## config.mk

```make
export PLATFORM = sky130hd
export DESIGN_NAME = control_fsm_flat
export DESIGN_NICKNAME = d
export VERILOG_FILES = /design/src/rtl/cpu_pkg.sv /design/src/rtl/control_fsm_if.sv /design/src/rtl/control_fsm.sv /design/src/flat_wrapper.sv
export SDC_FILE = /design/constraint.sdc
export NUM_CORES = 1
export LEC_CHECK = 0
export CAP_MARGIN = 20
export CORE_AREA = 2 2 72 67
export CTS_BUF_LIST = sky130_fd_sc_hd__clkbuf_4
export DETAILED_ROUTE_END_ITERATION = 10
export DIE_AREA = 0 0 74 69
export GPL_ROUTABILITY_DRIVEN = 0
export PLACE_DENSITY = 0.84
export RECOVER_POWER = 50
export REMOVE_ABC_BUFFERS = 1
export SLEW_MARGIN = 20
export SYNTH_ARGS = -nofsm -noshare
export SYNTH_HDL_FRONTEND = slang
export SYNTH_SLANG_ARGS = --single-unit
```

## constraint.sdc

```tcl
create_clock -name clk -period 3.4 [get_ports clk]
set_clock_uncertainty 0.1 [all_clocks]
set_input_delay 0.68 -clock clk [delete_from_list [all_inputs] [get_ports clk]]
set_output_delay 0.68 -clock clk [all_outputs]
set_load 0.01 [all_outputs]
```

## src/rtl/cpu_pkg.sv

```systemverilog
// Shared RV32I core definitions: opcodes, control FSM states and datapath
// select encodings.
package cpu_pkg;

  localparam logic [6:0] OP_LUI    = 7'b0110111;
  localparam logic [6:0] OP_AUIPC  = 7'b0010111;
  localparam logic [6:0] OP_JAL    = 7'b1101111;
  localparam logic [6:0] OP_JALR   = 7'b1100111;
  localparam logic [6:0] OP_BRANCH = 7'b1100011;
  localparam logic [6:0] OP_LOAD   = 7'b0000011;
  localparam logic [6:0] OP_STORE  = 7'b0100011;
  localparam logic [6:0] OP_OP     = 7'b0110011;
  localparam logic [6:0] OP_IMM    = 7'b0010011;

  typedef enum logic [2:0] {
    S_FETCH, S_DECODE, S_EXECUTE, S_MEM, S_WB, S_TRAP
  } state_t;

  typedef enum logic [1:0] {PC_PLUS4 = 2'd0, PC_IMM = 2'd1, PC_ALU = 2'd2} pc_src_t;
  typedef enum logic [1:0] {A_RS1 = 2'd0, A_PC = 2'd1, A_ZERO = 2'd2} alu_a_t;
  typedef enum logic [1:0] {ALU_ADD = 2'd0, ALU_SUB = 2'd1, ALU_FUNCT = 2'd2} alu_op_t;
  typedef enum logic [1:0] {WB_ALU = 2'd0, WB_MEM = 2'd1, WB_PC4 = 2'd2, WB_IMM = 2'd3} wb_sel_t;

  function automatic logic opcode_valid(input logic [6:0] op);
    case (op)
      OP_LUI, OP_AUIPC, OP_JAL, OP_JALR, OP_BRANCH,
      OP_LOAD, OP_STORE, OP_OP, OP_IMM: return 1'b1;
      default:                          return 1'b0;
    endcase
  endfunction

endpackage

```

## src/rtl/control_fsm_if.sv

```systemverilog
// Control bundle between the multi-cycle control FSM (master) and the
// shared datapath (slave).
interface control_fsm_if;
  logic [6:0]  opcode;
  logic        branch_taken;
  logic        mem_ready;
  logic        ir_en;
  logic        pc_en;
  logic [1:0]  pc_src;
  logic        mem_rd;
  logic        mem_wr;
  logic        mem_addr_sel;
  logic [1:0]  alu_a_sel;
  logic        alu_b_sel;
  logic [1:0]  alu_op;
  logic        rf_we;
  logic [1:0]  wb_sel;
  logic        retire;
  logic [31:0] instret;
  logic        trap;

  modport master (
    input  opcode, branch_taken, mem_ready,
    output ir_en, pc_en, pc_src, mem_rd, mem_wr, mem_addr_sel,
           alu_a_sel, alu_b_sel, alu_op, rf_we, wb_sel, retire, instret, trap
  );

  modport slave (
    output opcode, branch_taken, mem_ready,
    input  ir_en, pc_en, pc_src, mem_rd, mem_wr, mem_addr_sel,
           alu_a_sel, alu_b_sel, alu_op, rf_we, wb_sel, retire, instret, trap
  );
endinterface

```

## src/rtl/control_fsm.sv

```systemverilog
// Multi-cycle RV32I control unit: FETCH/DECODE/EXECUTE/MEM/WB sequencing,
// illegal-opcode trap and retired-instruction counter.
module control_fsm
  import cpu_pkg::*;
(
  input  logic          clk,
  input  logic          reset,
  control_fsm_if.master bus
);

  state_t      r_state, w_next;
  logic [31:0] r_instret;

  logic    w_ir_en, w_pc_en, w_mem_rd, w_mem_wr, w_mem_addr_sel;
  logic    w_alu_b_sel, w_rf_we, w_retire, w_trap;
  pc_src_t w_pc_src;
  alu_a_t  w_alu_a_sel;
  alu_op_t w_alu_op;
  wb_sel_t w_wb_sel;

  always_ff @(posedge clk) begin
    if (reset) r_state <= S_FETCH;
    else       r_state <= w_next;
  end

  always_comb begin
    w_next         = r_state;
    w_ir_en        = 1'b0;
    w_pc_en        = 1'b0;
    w_pc_src       = PC_PLUS4;
    w_mem_rd       = 1'b0;
    w_mem_wr       = 1'b0;
    w_mem_addr_sel = 1'b0;
    w_alu_a_sel    = A_RS1;
    w_alu_b_sel    = 1'b0;
    w_alu_op       = ALU_ADD;
    w_rf_we        = 1'b0;
    w_wb_sel       = WB_ALU;
    w_retire       = 1'b0;
    w_trap         = 1'b0;

    case (r_state)
      S_FETCH: begin
        w_mem_rd = 1'b1;
        if (bus.mem_ready) begin
          w_ir_en = 1'b1;
          w_next  = S_DECODE;
        end
      end
      S_DECODE: w_next = opcode_valid(bus.opcode) ? S_EXECUTE : S_TRAP;
      S_EXECUTE: begin
        w_next = S_WB;
        case (bus.opcode)
          OP_OP:  w_alu_op = ALU_FUNCT;
          OP_IMM: begin
            w_alu_b_sel = 1'b1;
            w_alu_op    = ALU_FUNCT;
          end
          OP_LOAD, OP_STORE: begin
            w_alu_b_sel = 1'b1;
            w_next      = S_MEM;
          end
          OP_JALR: w_alu_b_sel = 1'b1;
          OP_AUIPC: begin
            w_alu_a_sel = A_PC;
            w_alu_b_sel = 1'b1;
          end
          OP_BRANCH: begin
            w_alu_op = ALU_SUB;
            w_pc_en  = 1'b1;
            w_pc_src = bus.branch_taken ? PC_IMM : PC_PLUS4;
            w_retire = 1'b1;
            w_next   = S_FETCH;
          end
          default: ;
        endcase
      end
      S_MEM: begin
        w_mem_addr_sel = 1'b1;
        w_mem_rd       = (bus.opcode == OP_LOAD);
        w_mem_wr       = (bus.opcode == OP_STORE);
        if (bus.mem_ready) begin
          if (bus.opcode == OP_STORE) begin
            w_pc_en  = 1'b1;
            w_retire = 1'b1;
            w_next   = S_FETCH;
          end else begin
            w_next   = S_WB;
          end
        end
      end
      S_WB: begin
        w_rf_we  = 1'b1;
        w_pc_en  = 1'b1;
        w_retire = 1'b1;
        w_next   = S_FETCH;
        case (bus.opcode)
          OP_LOAD: w_wb_sel = WB_MEM;
          OP_JAL: begin
            w_wb_sel = WB_PC4;
            w_pc_src = PC_IMM;
          end
          OP_JALR: begin
            w_wb_sel = WB_PC4;
            w_pc_src = PC_ALU;
          end
          OP_LUI:  w_wb_sel = WB_IMM;
          default: w_wb_sel = WB_ALU;
        endcase
      end
      S_TRAP: w_trap = 1'b1;
      default: w_next = S_FETCH;
    endcase

    // Reset silences the bus even mid-transaction so memory never sees a stray strobe.
    if (reset) begin
      w_ir_en        = 1'b0;
      w_pc_en        = 1'b0;
      w_mem_rd       = 1'b0;
      w_mem_wr       = 1'b0;
      w_mem_addr_sel = 1'b0;
      w_rf_we        = 1'b0;
      w_retire       = 1'b0;
      w_trap         = 1'b0;
    end
  end

  always_ff @(posedge clk) begin
    if (reset)         r_instret <= 32'd0;
    else if (w_retire) r_instret <= r_instret + 32'd1;
  end

  assign bus.ir_en        = w_ir_en;
  assign bus.pc_en        = w_pc_en;
  assign bus.pc_src       = w_pc_src;
  assign bus.mem_rd       = w_mem_rd;
  assign bus.mem_wr       = w_mem_wr;
  assign bus.mem_addr_sel = w_mem_addr_sel;
  assign bus.alu_a_sel    = w_alu_a_sel;
  assign bus.alu_b_sel    = w_alu_b_sel;
  assign bus.alu_op       = w_alu_op;
  assign bus.rf_we        = w_rf_we;
  assign bus.wb_sel       = w_wb_sel;
  assign bus.retire       = w_retire;
  assign bus.instret      = r_instret;
  assign bus.trap         = w_trap;

endmodule

```

## src/flat_wrapper.sv

```systemverilog
// flat-port wrapper written by rule: the top's interface ports become plain ports
module control_fsm_flat import cpu_pkg::*;
  (clk, reset, bus_opcode, bus_branch_taken, bus_mem_ready, bus_ir_en, bus_pc_en, bus_pc_src, bus_mem_rd, bus_mem_wr, bus_mem_addr_sel, bus_alu_a_sel, bus_alu_b_sel, bus_alu_op, bus_rf_we, bus_wb_sel, bus_retire, bus_instret, bus_trap);
  control_fsm_if bus_i ();
  input  logic clk;
  input  logic reset;
  input wire logic [$bits(bus_i.opcode)-1:0] bus_opcode;
  input wire logic [$bits(bus_i.branch_taken)-1:0] bus_branch_taken;
  input wire logic [$bits(bus_i.mem_ready)-1:0] bus_mem_ready;
  output wire logic [$bits(bus_i.ir_en)-1:0] bus_ir_en;
  output wire logic [$bits(bus_i.pc_en)-1:0] bus_pc_en;
  output wire logic [$bits(bus_i.pc_src)-1:0] bus_pc_src;
  output wire logic [$bits(bus_i.mem_rd)-1:0] bus_mem_rd;
  output wire logic [$bits(bus_i.mem_wr)-1:0] bus_mem_wr;
  output wire logic [$bits(bus_i.mem_addr_sel)-1:0] bus_mem_addr_sel;
  output wire logic [$bits(bus_i.alu_a_sel)-1:0] bus_alu_a_sel;
  output wire logic [$bits(bus_i.alu_b_sel)-1:0] bus_alu_b_sel;
  output wire logic [$bits(bus_i.alu_op)-1:0] bus_alu_op;
  output wire logic [$bits(bus_i.rf_we)-1:0] bus_rf_we;
  output wire logic [$bits(bus_i.wb_sel)-1:0] bus_wb_sel;
  output wire logic [$bits(bus_i.retire)-1:0] bus_retire;
  output wire logic [$bits(bus_i.instret)-1:0] bus_instret;
  output wire logic [$bits(bus_i.trap)-1:0] bus_trap;
  assign bus_i.opcode = bus_opcode;
  assign bus_i.branch_taken = bus_branch_taken;
  assign bus_i.mem_ready = bus_mem_ready;
  assign bus_ir_en = bus_i.ir_en;
  assign bus_pc_en = bus_i.pc_en;
  assign bus_pc_src = bus_i.pc_src;
  assign bus_mem_rd = bus_i.mem_rd;
  assign bus_mem_wr = bus_i.mem_wr;
  assign bus_mem_addr_sel = bus_i.mem_addr_sel;
  assign bus_alu_a_sel = bus_i.alu_a_sel;
  assign bus_alu_b_sel = bus_i.alu_b_sel;
  assign bus_alu_op = bus_i.alu_op;
  assign bus_rf_we = bus_i.rf_we;
  assign bus_wb_sel = bus_i.wb_sel;
  assign bus_retire = bus_i.retire;
  assign bus_instret = bus_i.instret;
  assign bus_trap = bus_i.trap;
  control_fsm u_core (.clk(clk), .reset(reset), .bus(bus_i));
endmodule
```

==> results by group, run 1 <==
Place
  • Post-Place Cells: slightly below 400
  • Post-DP HPWL: just over 4000 um
  • Dpl cell area: between 0.002 and 0.003 sq mm
  • Port Buf Inserts: 58

CTS
  • CTS tree: built
  • Clock root cell: clkbuf_4
  • H-tree depth reported by CTS: 2
  • Clock Latency Late Sink: 0.33 ns
  • Reg clk slew, reported paths: around 0.1 ns
  • Clock buffer count from CTS: 5
  • Hold-fix buffers, CTS: 0
  • Num Clock Sinks: 35
  • Clock tree buffer depth: 2
  • Post-CTS repair timing setup buffer count: 0

Final layout
  • Layout area overhead: 38.73%
  • Fin util: 66.31%
  • Post-route insts no fill: 396
  • Final instance area: 0.002882 sq mm
  • Nets: roughly 350
  • Diodes inserted: 0
  • Share of cells above drive strength 1: 11.08%

Synthesis
  • Sequential area share after synthesis: around 34%
  • Warning count from the yosys run: 0
  • Register bit total from synthesis: 35
  • Post-synth EDFFs: 0
  • Ys async rst share: 0%
  • Synth Cell Area: between 0.002 and 0.0025 sq mm
  • Syn Area/Cell: 7.808 sq um
  • Synth Flop Type: dfxtp_1
  • Distinct cell type count after synthesis: 52
  • Syn Inst Count: approximately 270

Worst setup path
  • Worst reg-to-reg setup slack: 0.64 ns
  • Worst-path cell chain: clkdlybuf4s50_1, buf_4, nor2_2, nand2_1, a2111oi_1, clkdlybuf4s50_1
  • Critical path class: in -> out
  • Slowest CP cell: clkdlybuf4s50_1
  • Crit path top cell by count: clkdlybuf4s50_1
  • Crit path from: bus_opcode[2]
  • Worst path top cell family by delay: buffers and inverters
  • CP Capture Type: primary output
  • Critical Path AT: around 2.6 ns
  • WP buf/inv: 3
  • Crit path largest cell delay: a little over 0.6 ns
  • Worst r2r path cells: 6
  • R2R Path End: u_core.bus.instret[31]
  • Worst path required time: 2.62 ns
  • Worst-path fanout max: 5
  • Reg-to-Reg Start: u_core.r_state[0]
  • Critical Path Start Type: primary input

Timing
  • Slew headroom: approximately 61%
  • Final Hold Fails: 0
  • Slew Viols, Final: 0
  • RSZ-0062 raised after global routing: false
  • Hold Slack: just under 0.4 ns
  • Min cycle time layout: between 3 and 4 ns
  • FMAX: approximately 300 MHz
  • Final period util: between 90% and 100%
  • Worst slew pin tran: between 0.5 and 0.6 ns
  • Final setup viols: 0

Worst hold path
  • Worst hold start: u_core.bus.instret[31]
  • Worst hold stages: 2
  • Hold Path Sink: u_core.bus.instret[31]
  • Hold Crit Class: reg -> reg

Global routing
  • GRT Total Usage: around 22%
  • Gr ovfl total: 0
  • Initial antenna violation count: 0
  • First-pass GRT wire length: around 9000 um
  • Pin count of the biggest net entering global routing: 30
  • Vias in the first global route: 1984

Routing
  • Via/cell ratio: approximately 5.5
  • Number of routed nets with antenna violations: 0
  • Vias: 2192
  • WL per Instance: 13.65 um
  • Drt initial violations: ~140
  • # DRC: 0
  • Final wirelength: 5405 um
  • First drt pass iteration count: 4

Run status
  • Status: complete, no violations

Die
  • Die height: 69 um
  • Die Width: approximately 74 um
  • Row count: 23
  • Initial core utilization: 47.80%
  • Total die area: about 0.0051 sq mm
  • Ports: 60
  • Core Area: about 0.0043 sq mm

Pwr
  • Maximum vdd drop: around 170 uV
  • P_leak: ~0.0011 uW
  • Pwr dens: roughly 250 mW/mm^2

Run
  • Max-cap violations: 0
through the flow:
step | setup WS (ns) | TNS, ns | power (uW)
after global placement | -0.01769 | -0.06834 | 529.3
after floorplan | 0.4097 | 0 | 470.2
after global routing | 0.004896 | 0 | 763.9
final | 0.07470 | 0 | 730.3
after detailed placement | -0.05593 | -0.1746 | 531.2
after CTS | 0.01698 | 0 | 732.8
flip-flops by register name (all words and copies together) (netlist names):
register,cells
u_core.bus.instret,32
u_core.r_state,3
power breakdown:
part | internal (uW) | switching (uW)
Sequential | 414 | 5.92
Clock | 72.8 | 134
Combinational | 47.1 | 57.3
Total | 533 | 197
routing by layer:
metal  up-vias  track usage, %  part of all wire (%)
met5         -               0                     0
met4         0           5.859                   1.4
met3         7           3.801                   5.2
met2        66           35.02                    47
met1      1004           29.45                    47
li1       1115               -                     -
layout make-up:
cell class                 count  area, sq um
clock buffer                   5        37.54
clock inverter                 1        7.507
fill                         360         1464
inverter                       8        30.03
multi-input combinational    207         1301
sequential                    35        700.7
tap                           62        77.57
timing repair buffer          78        726.9
cell usage after synthesis, types with 2 or more instances:
library cell,n,area (sq um)
a2111o_1,2,22.52
a211oi_1,2,15.01
a21boi_0,4,30.03
a21oi_1,18,90.09
a31oi_1,2,12.51
and3_1,3,18.77
buf_2,2,10.01
buf_4,2,15.01
clkbuf_1,12,45.04
dfxtp_1,35,700.7
inv_1,8,30.03
nand2_1,21,78.83
nand2b_1,6,37.54
nand3_1,9,45.04
nand3b_1,2,15.01
nand4_1,7,43.79
nor2_1,34,127.6
nor2b_1,2,12.51
nor3_1,6,30.03
nor3b_1,3,22.52
nor4_1,4,25.02
nor4b_1,2,17.52
o2111ai_1,9,78.83
o21a_1,4,30.03
o21ai_0,14,70.07
o31ai_1,3,22.52
or2_2,3,18.77
or3_1,9,56.30
or4_1,4,30.03
xnor2_1,4,35.03
xor2_1,9,78.83
tightest hold or removal path: stages (launching register included):
cell and delay [ns]:
dfxtp_1 0.34, o31ai_1 0.07, a21oi_1 0.06
cells by family (layout without fill, tap and decap cells):
kind of cell / count (synthesis) / in the layout / share of synthesized area, %
AO/OA/AOI/OAI: 70 / 70 / 23.98
XOR/XNOR: 13 / 13 / 5.482
adder cells (fa/ha/maj): 2 / 2 / 1.084
buffers and inverters: 24 / 92 / 4.819
flip-flops: 35 / 35 / 33.73
multiplexers: 2 / 2 / 1.024
other: 1 / 1 / 0.1805
AND/OR/NAND/NOR: 119 / 119 / 29.70
cells in the final DEF (no fill, tap or decap), drive strengths merged, types with 3 or more instances in the layout:
cell	count
nor3b	3
buf	19
nand4	7
and3	3
nand2	21
xnor2	4
clkbuf	6
or4	4
o21a	4
xor2	9
dlygate4sd2	4
or2	3
nor2	34
nor3	6
a21boi	4
clkdlybuf4s50	20
or3	9
dlygate4sd3	32
a21oi	18
o31ai	3
o2111ai	9
a2111oi	3
nand2b	6
dfxtp	35
nor4	4
o21ai	15
inv	8
nand3	9
what timing repair did:
item / 4_1_cts / 5_1_grt
endpoints found under the setup margin: 7 / 4
gates resized for setup: 6 / 5
pin swaps: 0 / 1
how the worst max path moves through the flow:
stage | endpoint | slack, ns | cells after the start
4_1_cts | bus_wb_sel[0] | 0.02 | 6
3_3_place_gp | bus_pc_src[0] | -0.02 | 6
3_5_place_dp | bus_pc_en | -0.06 | 6
2_1_floorplan | bus_pc_en | 0.41 | 4
5_1_grt | bus_alu_op[1] | 0.005 | 5
6_report | bus_wb_sel[0] | 0.07 | 6
Note: power is estimated with default switching activity, not from simulation.
==> inputs of run 2 (changes only) <==
--- a/config.mk
+++ b/config.mk
@@ -11,7 +11,7 @@
 export DETAILED_ROUTE_END_ITERATION = 10
 export DIE_AREA = 0 0 74 69
 export GPL_ROUTABILITY_DRIVEN = 0
-export PLACE_DENSITY = 0.84
+export PLACE_DENSITY = 0.8
 export RECOVER_POWER = 50
 export REMOVE_ABC_BUFFERS = 1
 export SLEW_MARGIN = 20
==> run 2 against run 1 <==
Effect of this change:
- worst setup slack got worse by 0.012 ns
- via count is 1.1% higher
- design area stayed put
- sequential cell count unchanged
- combinational power about the same
==> results by group, run 2 (synthesis gave the netlist of run 1 again) <==
Global routing
  • First-pass GRT wire length: 9128 um (was 9032 um)
  • Gr ovfl total: 0 (unchanged)
  • GRT Total Usage: 22.23% (was 21.68%)
  • Pin count of the biggest net entering global routing: 34 (was 30)
  • Initial antenna violation count: 0 (unchanged)
  • Vias in the first global route: 1951 (was 1984)

Run
  • Max-cap violations: 0 (unchanged)

Pwr
  • Clock power share: 28.8% (was 28.3%)
  • Seq pwr share: 57.5% (was 57.4%)
  • Comb pwr share: 13.7% (was 14.3%)
  • Net switching power: 201.2 uW (was 196.9 uW)
  • P_leak: 0.001117 uW (was 0.001104 uW)
  • Pint: 532.1 uW (was 533.4 uW)
  • Pwr dens: 254.5 mW/mm^2 (was 253.4 mW/mm^2)
  • Switch share: 27.44% (was 26.96%)
  • Maximum vdd drop: 195.4 uV (was 167.6 uV)

Place
  • Place WS: -0.07714 ns (was -0.05593 ns)
  • Post-Place Cells: 390 (unchanged)
  • Dpl cell area: 0.002815 sq mm (unchanged)
  • Post-DP HPWL: 4014 um (was 4056 um)
  • Port Buf Inserts: 58 (unchanged)

Timing
  • Slew Viols, Final: 0 (unchanged)
  • Final period util: 98.16% (was 97.80%)
  • FMAX: 299.6 MHz (was 300.7 MHz)
  • Final Hold Fails: 0 (unchanged)
  • Slew headroom: 60.34% (was 61.38%)
  • Min cycle time layout: 3.337 ns (was 3.325 ns)
  • RSZ-0062 raised after global routing: false (unchanged)
  • Final setup viols: 0 (unchanged)
  • Worst slew pin tran: 0.5950 ns (was 0.5793 ns)
  • Final WS setup: 0.06258 ns (was 0.07470 ns)

Final layout
  • Commonest cells after routing, fill and taps aside: 35 x dfxtp_1, 34 x nor2_1, 32 x dlygate4sd3_1 (was 35 x dfxtp_1, 33 x nor2_1, 32 x dlygate4sd3_1)
  • Layout fillers: 380 (was 360)
  • Fin util: 66.31% (unchanged)
  • Nets: 347 (unchanged)
  • Max FFs per register: 32 (unchanged)
  • Post-route insts no fill: 396 (unchanged)
  • Diodes inserted: 0 (unchanged)
  • Final instance area: 0.002882 sq mm (unchanged)
  • Layout area overhead: 38.73% (unchanged)
  • Share of cells above drive strength 1: 10.78% (was 11.08%)
  • Commonest non-fill, non-tap cell in the layout: dfxtp_1 (unchanged)

Worst setup path
  • Critical path class: in -> out (unchanged)
  • Critical Path Start Type: primary input (unchanged)
  • Worst reg-to-reg setup slack: 0.62 ns (was 0.64 ns)
  • Worst path required time: 2.62 ns (about the same)
  • Critical Path AT: 2.56 ns (was 2.55 ns)
  • CP Capture Type: primary output (unchanged)
  • Worst r2r path cells: 6 (unchanged)
  • Worst-path fanout max: 7 (was 5)

CTS
  • Hold-fix buffers, CTS: 0 (unchanged)
  • Clock root cell: clkbuf_4 (unchanged)
  • Post-CTS repair timing setup buffer count: 0 (unchanged)
  • Clock tree buffer depth: 2 (unchanged)
  • Clock Latency Late Sink: 0.34 ns (was 0.33 ns)
  • Num Clock Sinks: 35 (unchanged)
  • H-tree depth reported by CTS: 2 (unchanged)
  • Clock buffer count from CTS: 5 (unchanged)
  • Reg clk slew, reported paths: 0.10 ns (about the same)
  • CTS tree: built (unchanged)

Die
  • Row count: 23 (unchanged)
  • Total die area: 0.005106 sq mm (unchanged)
  • Core Area: 0.004345 sq mm (unchanged)
  • Die height: 69 um (unchanged)
  • Initial core utilization: 47.80% (unchanged)
  • Ports: 60 (unchanged)
  • Die Width: 74 um (unchanged)

Routing
  • Number of routed nets with antenna violations: 0 (unchanged)
  • Drt initial violations: 171 (was 141)
  • First drt pass iteration count: 4 (unchanged)
  • Via/cell ratio: 5.596 (was 5.535)
  • Final wirelength: 5442 um (was 5405 um)
  • Vias: 2216 (was 2192)
  • WL per Instance: 13.74 um (was 13.65 um)
  • # DRC: 0 (unchanged)

Worst hold path
  • Worst hold stages: 2 (unchanged)
  • Hold Crit Class: reg -> reg (unchanged)

Run status
  • Status: complete, no violations (unchanged)
run 2: cell count changes in the layout (fill, tap and decap cells not counted), sizes merged:
cell | previous run | this run
dlygate4sd2 | 4 | 3
dlymetal6s2s | 2 | 3
run 2: path summary, 6_finish.rpt:
check,startpoint,endpoint
setup / recovery,bus_opcode[4],bus_wb_sel[0]
hold / removal,u_core.bus.instret[1],u_core.bus.instret[1]
setup reg to reg,u_core.r_state[0],u_core.bus.instret[31]
hold reg to reg,u_core.bus.instret[1],u_core.bus.instret[1]
run 2: final cells by class:
type | count | area [sq um] | share of cell area (%)
tap | 62 | 77.57 | 2.692
inverter | 8 | 30.03 | 1.042
clock buffer | 5 | 37.54 | 1.303
multi-input combinational | 207 | 1297 | 45.03
clock inverter | 1 | 7.507 | 0.2605
timing repair buffer | 78 | 730.7 | 25.36
sequential | 35 | 700.7 | 24.32
run 2: repair_timing:
item                                   CTS  global route
gates cloned                             0             0
setup endpoints to repair                6             4
endpoints found under the hold margin    0             0
gates resized for setup                  5             4
run 2: critical path, stage by stage:
cell	delay (ns)
clkdlybuf4s50_1	0.44
buf_4	0.17
nor2_1	0.15
nand2_1	0.07
a2111oi_0	0.43
clkdlybuf4s50_1	0.62
run 2: routing by layer:
metal / track usage [%] / vias to the layer above / share of wire [%]
met5: 0 / - / 0
met2: 32.14 / 63 / 45
met3: 5.263 / 5 / 5.3
li1: - / 1124 / -
met1: 31.58 / 1024 / 48
met4: 8.687 / 0 / 1.4
run 2: per-stage QoR:
stage	TNS (ns)	hold WS, ns	power (uW)
finish	0	0.3992	733.3
global route	0	0.4192	768.1
CTS	0	0.3997	735.7
detailed placement	-0.2471	0.3791	529.9
global placement	-0.06496	0.3763	528.8
floorplan	0	0.3899	470.2
run 2: power groups by stage:
stage	sequential (uW)	combinational (uW)	clock (uW)
after floorplan	429	40.7	0
after global placement	431	98.1	0
after detailed placement	431	99.0	0
after CTS	421	99.9	214
after global routing	423	110	235
final	422	101	211
==> inputs of run 3 (changes only) <==
--- a/config.mk
+++ b/config.mk
@@ -11,7 +11,7 @@
 export DETAILED_ROUTE_END_ITERATION = 10
 export DIE_AREA = 0 0 74 69
 export GPL_ROUTABILITY_DRIVEN = 0
-export PLACE_DENSITY = 0.8
+export PLACE_DENSITY = 0.9
 export RECOVER_POWER = 50
 export REMOVE_ABC_BUFFERS = 1
 export SLEW_MARGIN = 20
==> run 3 against run 2 <==
Effect of this change:
- largest power group unchanged
- highest routed layer unchanged
- critical path type unchanged
- critical path depth grew 1
- worst setup slack lost 0.042 ns
- die area is the same
- sequential share of layout area grew 0.095 points
- global-route usage grew 0.61 points
- sequential power is essentially flat
==> results by group, run 3 (synthesis gave the netlist of run 1 again) <==
Worst setup path
  • Crit path from: bus_opcode[2] (was bus_opcode[4])
  • Critical path class: in -> out (unchanged)
  • Worst-path fanout max: 5 (was 7)
  • Worst r2r path cells: 6 (unchanged)
  • Critical Path Sink: bus_mem_wr (was bus_wb_sel[0])
  • CP Capture Type: primary output (unchanged)
  • R2R Path End: u_core.bus.instret[31] (unchanged)
  • Critical Path Start Type: primary input (unchanged)
  • Worst reg-to-reg setup slack: 0.90 ns (was 0.62 ns)
  • Critical Path AT: 2.60 ns (was 2.56 ns)
  • Reg-to-Reg Start: u_core.r_state[0] (unchanged)
  • Worst path required time: 2.62 ns (about the same)

Timing
  • Worst slew pin tran: 0.5063 ns (was 0.5950 ns)
  • Min cycle time layout: 3.379 ns (was 3.337 ns)
  • Final period util: 99.39% (was 98.16%)
  • Slew headroom: 66.21% (was 60.34%)
  • Total negative slack: 0 ns (unchanged)
  • Slew Viols, Final: 0 (unchanged)
  • Final setup viols: 0 (unchanged)
  • Final Hold Fails: 0 (unchanged)
  • FMAX: 295.9 MHz (was 299.6 MHz)

Place
  • Port Buf Inserts: 58 (unchanged)
  • Post-DP HPWL: 4179 um (was 4014 um)
  • Dpl cell area: 0.002793 sq mm (was 0.002815 sq mm)

Global routing
  • Initial antenna violation count: 0 (unchanged)
  • GRT Total Usage: 22.83% (was 22.23%)
  • Gr ovfl total: 0 (unchanged)
  • Vias in the first global route: 2010 (was 1951)
  • First-pass GRT wire length: 9390 um (was 9128 um)
  • Pin count of the biggest net entering global routing: 34 (unchanged)

CTS
  • Clock Latency Late Sink: 0.35 ns (was 0.34 ns)
  • Clock tree buffer depth: 2 (unchanged)
  • Clock root cell: clkbuf_4 (unchanged)
  • Num Clock Sinks: 35 (unchanged)
  • CTS tree: built (unchanged)
  • Clock buffer count from CTS: 5 (unchanged)
  • Reg clk slew, reported paths: 0.10 ns (about the same)
  • Hold-fix buffers, CTS: 0 (unchanged)
  • H-tree depth reported by CTS: 2 (unchanged)

Die
  • Total die area: 0.005106 sq mm (unchanged)
  • Row count: 23 (unchanged)
  • Ports: 60 (unchanged)
  • Initial core utilization: 47.80% (unchanged)
  • Core Area: 0.004345 sq mm (unchanged)
  • Die height: 69 um (unchanged)
  • Die Width: 74 um (unchanged)

Final layout
  • Max FFs per register: 32 (unchanged)
  • Nets: 344 (was 347)
  • Combined area of the multi-input logic cells: 0.001297 sq mm (unchanged)
  • Layout area overhead: 38.19% (was 38.73%)
  • FF/Latch Area: 700.7 sq um (unchanged)
  • Final instance area: 0.002870 sq mm (was 0.002882 sq mm)
  • Share of cells above drive strength 1: 10.81% (was 10.78%)
  • Commonest cells after routing, fill and taps aside: 35 x dfxtp_1, 34 x nor2_1, 32 x dlygate4sd3_1 (unchanged)
  • Diodes inserted: 0 (unchanged)
  • Layout fillers: 357 (was 380)
  • Commonest non-fill, non-tap cell in the layout: dfxtp_1 (unchanged)

Routing
  • Final wirelength: 5769 um (was 5442 um)
  • First drt pass iteration count: 4 (unchanged)
  • Via/cell ratio: 5.830 (was 5.596)
  • # DRC: 0 (unchanged)
  • WL per Instance: 14.61 um (was 13.74 um)
  • Drt initial violations: 345 (was 171)
  • Number of routed nets with antenna violations: 0 (unchanged)
  • Vias: 2303 (was 2216)

Pwr
  • Maximum vdd drop: 212.3 uV (was 195.4 uV)
  • P_leak: 0.001110 uW (was 0.001117 uW)
  • Pwr dens: 263.9 mW/mm^2 (was 254.5 mW/mm^2)

Worst hold path
  • Hold Crit Class: reg -> reg (unchanged)

Run status
  • Status: complete, no violations (unchanged)

Run
  • Max-cap violations: 0 (unchanged)
run 3: worst max-delay path: stages:
cell	delay, ns
clkdlybuf4s50_1	0.43
buf_4	0.16
nor2_1	0.18
nor4b_1	0.29
buf_4	0.18
and3_1	0.15
clkdlybuf4s50_1	0.54
run 3: repair_timing:
action,CTS,global route
endpoints found under the setup margin,8,3
gates resized for setup,6,5
setup buffers,0,0
run 3: metrics by stage:
| stage | instances | setup slack (ns) | util (%) | hold WS [ns] | total power (uW) |
|---|---|---|---|---|---|
| detailed placement | 387 | -0.1146 | 64.27 | 0.3816 | 528.7 |
| CTS | 395 | 0.006804 | 65.59 | 0.3997 | 755.9 |
| finish | 395 | 0.02061 | 66.05 | 0.3974 | 757.3 |
| global route | 395 | -0.01304 | 66.05 | 0.4074 | 784.3 |
| global placement | 387 | -0.06115 | 64.27 | 0.3715 | 525.6 |
| floorplan | 250 | 0.4097 | - | 0.3899 | 470.2 |
run 3: worst min-delay path by stage:
stage | start | to | slack (ns) | cells after the start
3_3_place_gp | u_core.bus.instret[31] | u_core.bus.instret[31] | 0.37 | 2
6_report | u_core.bus.instret[31] | u_core.bus.instret[31] | 0.40 | 2
5_1_grt | u_core.bus.instret[31] | u_core.bus.instret[31] | 0.41 | 2
2_1_floorplan | u_core.bus.instret[31] | u_core.bus.instret[31] | 0.39 | 2
3_5_place_dp | u_core.bus.instret[31] | u_core.bus.instret[31] | 0.38 | 2
4_1_cts | u_core.bus.instret[31] | u_core.bus.instret[31] | 0.40 | 2
run 3: final cells by class:
cell class / count / share of cell area, %
Clock inverter: 1 / 0.1744
Multi-Input combinational cell: 207 / 45.20
Clock buffer: 7 / 1.831
Inverter: 8 / 1.046
Tap cell: 62 / 2.703
Timing Repair Buffer: 75 / 24.63
Sequential cell: 35 / 24.41
run 3: metal layers:
layer / share of wire (%) / GRT usage, % / up-vias
met2: 49 / 36.21 / 75
met1: 44 / 30.80 / 1107
met5: 0 / 0 / -
met3: 5.1 / 4.971 / 9
li1: - / - / 1112
met4: 1.4 / 6.667 / 0
run 3: where the power goes:
group	switching [uW]	leakage, uW	internal [uW]	total [uW]
Clock	140	0.0000361	96.5	236
Sequential	8.36	0.000282	414	422
Combinational	56.2	0.000792	43.3	99.5
